===== src/rtl/reg_file_sb.sv =====
// reg_file_sb: register file with a per-register scoreboard (busy bits).
// Ports:
//   clock, reset            - single clock, async active-high reset
//   RegWrite/WriteReg/Data  - write port, committed at the rising edge
//   ReadReg1/2, ReadData1/2 - combinational read ports (optional bypass)
//   Reserve/ReserveReg      - mark a register as pending a future write
//   Busy1/2                 - pending-write status of the read registers
//   BusyCount               - registered count of reserved registers
module reg_file_sb #(
    parameter int DATA_W   = 32,
    parameter int ADDR_W   = 5,
    parameter int ZERO_REG = 1,
    parameter int BYPASS   = 1
) (
    input  logic              clock,
    input  logic              reset,
    input  logic              RegWrite,
    input  logic [ADDR_W-1:0] WriteReg,
    input  logic [DATA_W-1:0] WriteData,
    input  logic [ADDR_W-1:0] ReadReg1,
    input  logic [ADDR_W-1:0] ReadReg2,
    output logic [DATA_W-1:0] ReadData1,
    output logic [DATA_W-1:0] ReadData2,
    input  logic              Reserve,
    input  logic [ADDR_W-1:0] ReserveReg,
    output logic              Busy1,
    output logic              Busy2,
    output logic [ADDR_W:0]   BusyCount
);

    localparam int DEPTH = 1 << ADDR_W;
    localparam int CNT_W = ADDR_W + 1;
    localparam bit HAS_ZERO = (ZERO_REG != 0);
    localparam bit USE_BYP  = (BYPASS != 0);
    localparam logic [CNT_W-1:0] MAX_CNT =
        CNT_W'(HAS_ZERO ? DEPTH - 1 : DEPTH);

    logic [DATA_W-1:0] regs [DEPTH];
    logic [DEPTH-1:0]  busy;
    logic [DEPTH-1:0]  busyNext;
    logic [CNT_W-1:0]  busyCnt;
    logic              writeEn;
    logic              reserveEn;
    logic              cntInc;
    logic              cntDec;

    // Inputs are gated by reset so nothing is forwarded or
    // committed while the file is being cleared.
    always_comb begin
        writeEn   = RegWrite && !reset &&
                    !(HAS_ZERO && WriteReg == '0);
        reserveEn = Reserve && !reset &&
                    !(HAS_ZERO && ReserveReg == '0);
    end

    // Clear first, then set: a same-cycle reserve of the written
    // register is a new reservation and must survive.
    always_comb begin
        busyNext = busy;
        if (writeEn)
            busyNext[WriteReg] = 1'b0;
        if (reserveEn)
            busyNext[ReserveReg] = 1'b1;
    end

    // A write only frees a slot when its bit really ends up clear.
    always_comb begin
        cntInc = reserveEn && !busy[ReserveReg];
        cntDec = writeEn && busy[WriteReg] &&
                 !(reserveEn && ReserveReg == WriteReg);
    end

    always_ff @(posedge clock or posedge reset) begin
        if (reset) begin
            for (int i = 0; i < DEPTH; i++)
                regs[i] <= '0;
            busy    <= '0;
            busyCnt <= '0;
        end else begin
            if (writeEn)
                regs[WriteReg] <= WriteData;
            busy <= busyNext;
            if (cntInc && !cntDec && busyCnt != MAX_CNT)
                busyCnt <= busyCnt + 1'b1;
            else if (cntDec && !cntInc && busyCnt != '0)
                busyCnt <= busyCnt - 1'b1;
        end
    end

    assign BusyCount = busyCnt;

    always_comb begin
        ReadData1 = regs[ReadReg1];
        Busy1     = busy[ReadReg1];
        if (USE_BYP && writeEn && WriteReg == ReadReg1) begin
            ReadData1 = WriteData;
            Busy1     = 1'b0;
        end
        if (HAS_ZERO && ReadReg1 == '0) begin
            ReadData1 = '0;
            Busy1     = 1'b0;
        end
    end

    always_comb begin
        ReadData2 = regs[ReadReg2];
        Busy2     = busy[ReadReg2];
        if (USE_BYP && writeEn && WriteReg == ReadReg2) begin
            ReadData2 = WriteData;
            Busy2     = 1'b0;
        end
        if (HAS_ZERO && ReadReg2 == '0) begin
            ReadData2 = '0;
            Busy2     = 1'b0;
        end
    end

endmodule


===== config.mk =====
export PLATFORM = sky130hd
export DESIGN_NAME = reg_file_sb
export DESIGN_NICKNAME = d
export VERILOG_FILES = /design/src/rtl/reg_file_sb.sv
export SDC_FILE = /design/constraint.sdc
export NUM_CORES = 2
export LEC_CHECK = 0
export ABC_AREA = 0
export CORE_AREA = 2 2 454 231
export CTS_CLUSTER_SIZE = 16
export DETAILED_ROUTE_END_ITERATION = 8
export DIE_AREA = 0 0 456 233
export GPL_TIMING_DRIVEN = 0
export HOLD_SLACK_MARGIN = 0.06
export PLACE_DENSITY = 0.77
export SLEW_MARGIN = 10
export SYNTH_ARGS = -nofsm -noshare
export SYNTH_HDL_FRONTEND = slang
export SYNTH_SLANG_ARGS = --single-unit

===== constraint.sdc =====
create_clock -name clock -period 38 [get_ports clock]
set_input_delay 5.7 -clock clock [delete_from_list [all_inputs] [get_ports clock]]
set_output_delay 5.7 -clock clock [all_outputs]
set_load 0.02 [all_outputs]

==> metrics <==
outcome=finished, violations left; failing checks=DRC, capacitance limit, slew limit; Multi-input gate area=29400 µm²; dpl hpwl=172000 µm; Tmin final=17880 ps; Max VDD drop=0.0414 mV; Req. time, crit path=32300 ps; capturing point of the worst reg2reg path=BusyCount[5]; maxcap violations=4; most instantiated cells after synthesis=dfrtp_1 (1062), mux2_2 (992), mux4_2 (561); routed len/inst=43.3 µm; DR vias/cell=7.84; top-area cell type share of the netlist area=0.459; fillers=7430; utilization after layout=0.637; combinational power share=0.223; clock sink count=1062; gr usage total=0.459; layout cell share with drive strength beyond 1=0.448; post-synthesis sequential area ratio=0.459; Post-DRT Antenna Nets=0; FF-to-FF setup slack=33950 ps; register area=26600 µm²; vias in the first global route=41262; critical path type=in2out; largest net degree at the start of global routing=39; IO buf count=113; Final Hold Vio Count=0; syn_nets=3965; final cell count without fillers=5599; CP endpoint kind=output port; reg2reg start=busy[27]; clk root buf=clkbuf_16; I/O pin count=128; clock slew at reported path FFs=70 ps; most frequent cell after synthesis=dfrtp_1; fin crit share=0.470; first-pass detailed-route iteration total=9; Die ar.=106000 µm²; initial antenna violation count=12; grt total ovfl=0; power share of the sequential group=0.444; cell count after synthesis=3904; first-pass GRT wire length=331000 µm; fraction of registers with async set/reset=1.00; synthesized flop and latch total=1062; nets@finish=4216; f_max=0.0559 GHz; R2R depth=14; fin. max-slew vios=33; Layout Skew=29.3 ps; Yosys warning total=0; Mapped Area=57900 µm²; worst path cell trace=clkdlybuf4s50_1, buf_2, nor3_1, a21oi_1, nand4_1, clkbuf_1, clkbuf_1, nor2_1, a211oi_1, clkdlybuf4s50_1; Starting Density=0.568; Hold Startpoint=regs[999]; DR vias=43877; Sw Share=0.302; synth top area cells=dfrtp_1 (46%), mux4_2 (22%), mux2_2 (19%), mux2i_1 (3.2%), clkbuf_1 (1.8%); Hold Path Sink=regs[999]; clock buffer depth=3; Lkg Pwr=28.6 nW; CP startpoint kind=primary input; post-synth cell types=55; Hold-fix buffers, CTS=0; placed insts=5417; CORE AREA=102000 µm²; WP data arrival=12180 ps; Avg Inst Size Synth=14.8 µm²; hold slack=483 ps; setup TNS=0 ps; Hold Path Stages=1; Power Dens Cells=48.9 nW/µm²; P_int=2.21 mW; Num CTS Buffers=96; later-pin clock latency in the skew report=740 ps; biggest area consumer among synthesized cells=dfrtp_1; final setup fails=0; ys flop type=dfrtp_1; post_cts resized=0; # Post-CTS Setup Buffers=0; GP Congestion=1.11; Post-synth EDFFs=0; CTS tree=yes; clock power share=0.333; worst min path class=reg2reg; DR DRC count=4; max_slew headroom=-0.0205; drt initial violations=7947; net switching power=0.958 mW; Rows=83; Max stage delay on crit path=1120 ps; Area Growth Syn to Fin=12.1%; critical path peak fanout=10; RSZ-0062 raised after global routing=false; Die Width=456 µm; Worst path slowest cell=nor3_1; htree depth=3; Worst-Margin Slew=1530 ps; drt total wl=243000 µm; Die Ht=233 µm
[per-stage QoR]
step           total power [mW]  worst slack (ps)  cell area [µm²]
5_1_grt                    3.23             20570            64900
3_5_place_dp               2.09             20980            61600
2_1_floorplan              1.83              8340            57900
6_report                   3.17             20120            64900
3_3_place_gp               2.06             -3110            60700
4_1_cts                    3.11             20960            64800
[cell type report]
cell class                 count  share of cell area
multi-input combinational   2367               0.453
sequential                  1062               0.410
clock buffer                 142              0.0439
timing repair buffer         153              0.0299
buffer                       452              0.0293
tap                         1360              0.0262
clock inverter                29             0.00613
inverter                      23             0.00139
antenna                       11            0.000424
[worst max-delay path, delay by kind of cell]
kind / cells / cell delay [ps]
buf+inv: 5 / 3370
compound gates: 2 / 1490
simple gates: 3 / 1590
[kinds of logic (layout without fill, tap and decap cells)]
kind of cell	Yosys count	after routing	share of synthesized area
muxes	1741	1741	0.445
DFF	1062	1062	0.459
buffers and inverters	475	799	0.0330
AOI/OAI and AO/OA	301	301	0.0341
and+or+nand+nor	300	300	0.0242
xor gates and xnor gates	20	20	0.00303
adders and majority gates	5	5	0.00121
other	0	11	0
[registers in the layout (all words and copies together), names as in the netlist]
name and count:
regs 1024, BusyCount 6, busy 32
[power by group through the flow]
stage / Sequential [mW] / Combinational, mW / Clock [mW]
finish: 1.41 / 0.706 / 1.05
global route: 1.42 / 0.722 / 1.09
CTS: 1.40 / 0.672 / 1.04
detailed placement: 1.42 / 0.669 / 0
global placement: 1.41 / 0.644 / 0
floorplan: 1.38 / 0.452 / 0
[worst max-delay path by stage]
| stage | depth (start not counted) | slack (ps) | from | to |
|---|---|---|---|---|
| 3_3_place_gp | 10 | -3110 | reset | ReadData2[15] |
| 2_1_floorplan | 8 | 8340 | reset | ReadData2[0] |
| 4_1_cts | 12 | 20960 | reset | ReadData2[15] |
| 5_1_grt | 12 | 20570 | reset | ReadData2[15] |
| 6_report | 10 | 20120 | WriteReg[4] | ReadData2[15] |
| 3_5_place_dp | 12 | 20980 | reset | ReadData2[15] |
[routing by layer]
layer | global-route usage | vias up | part of all wire
met1 | 0.601 | 22785 | 0.37
li1 | - | 15548 | -
met4 | 0.202 | 30 | 0.055
met5 | 0.0819 | - | 0.0052
met3 | 0.372 | 878 | 0.22
met2 | 0.522 | 4636 | 0.35
[layout by cell type (no fill, tap or decap), drive strengths merged, types with 16 or more instances in the layout]
cell	instances
dfrtp	1062
mux2	992
mux4	565
clkbuf	421
buf	213
mux2i	184
clkdlybuf4s50	113
nand2	104
nor2	91
a211oi	90
a21oi	80
nor2b	49
o21ai	43
o22ai	32
inv	24
o221ai	18
o2111ai	18
nor3	18
clkinv	16
Power figures use the tool's default switching activity.
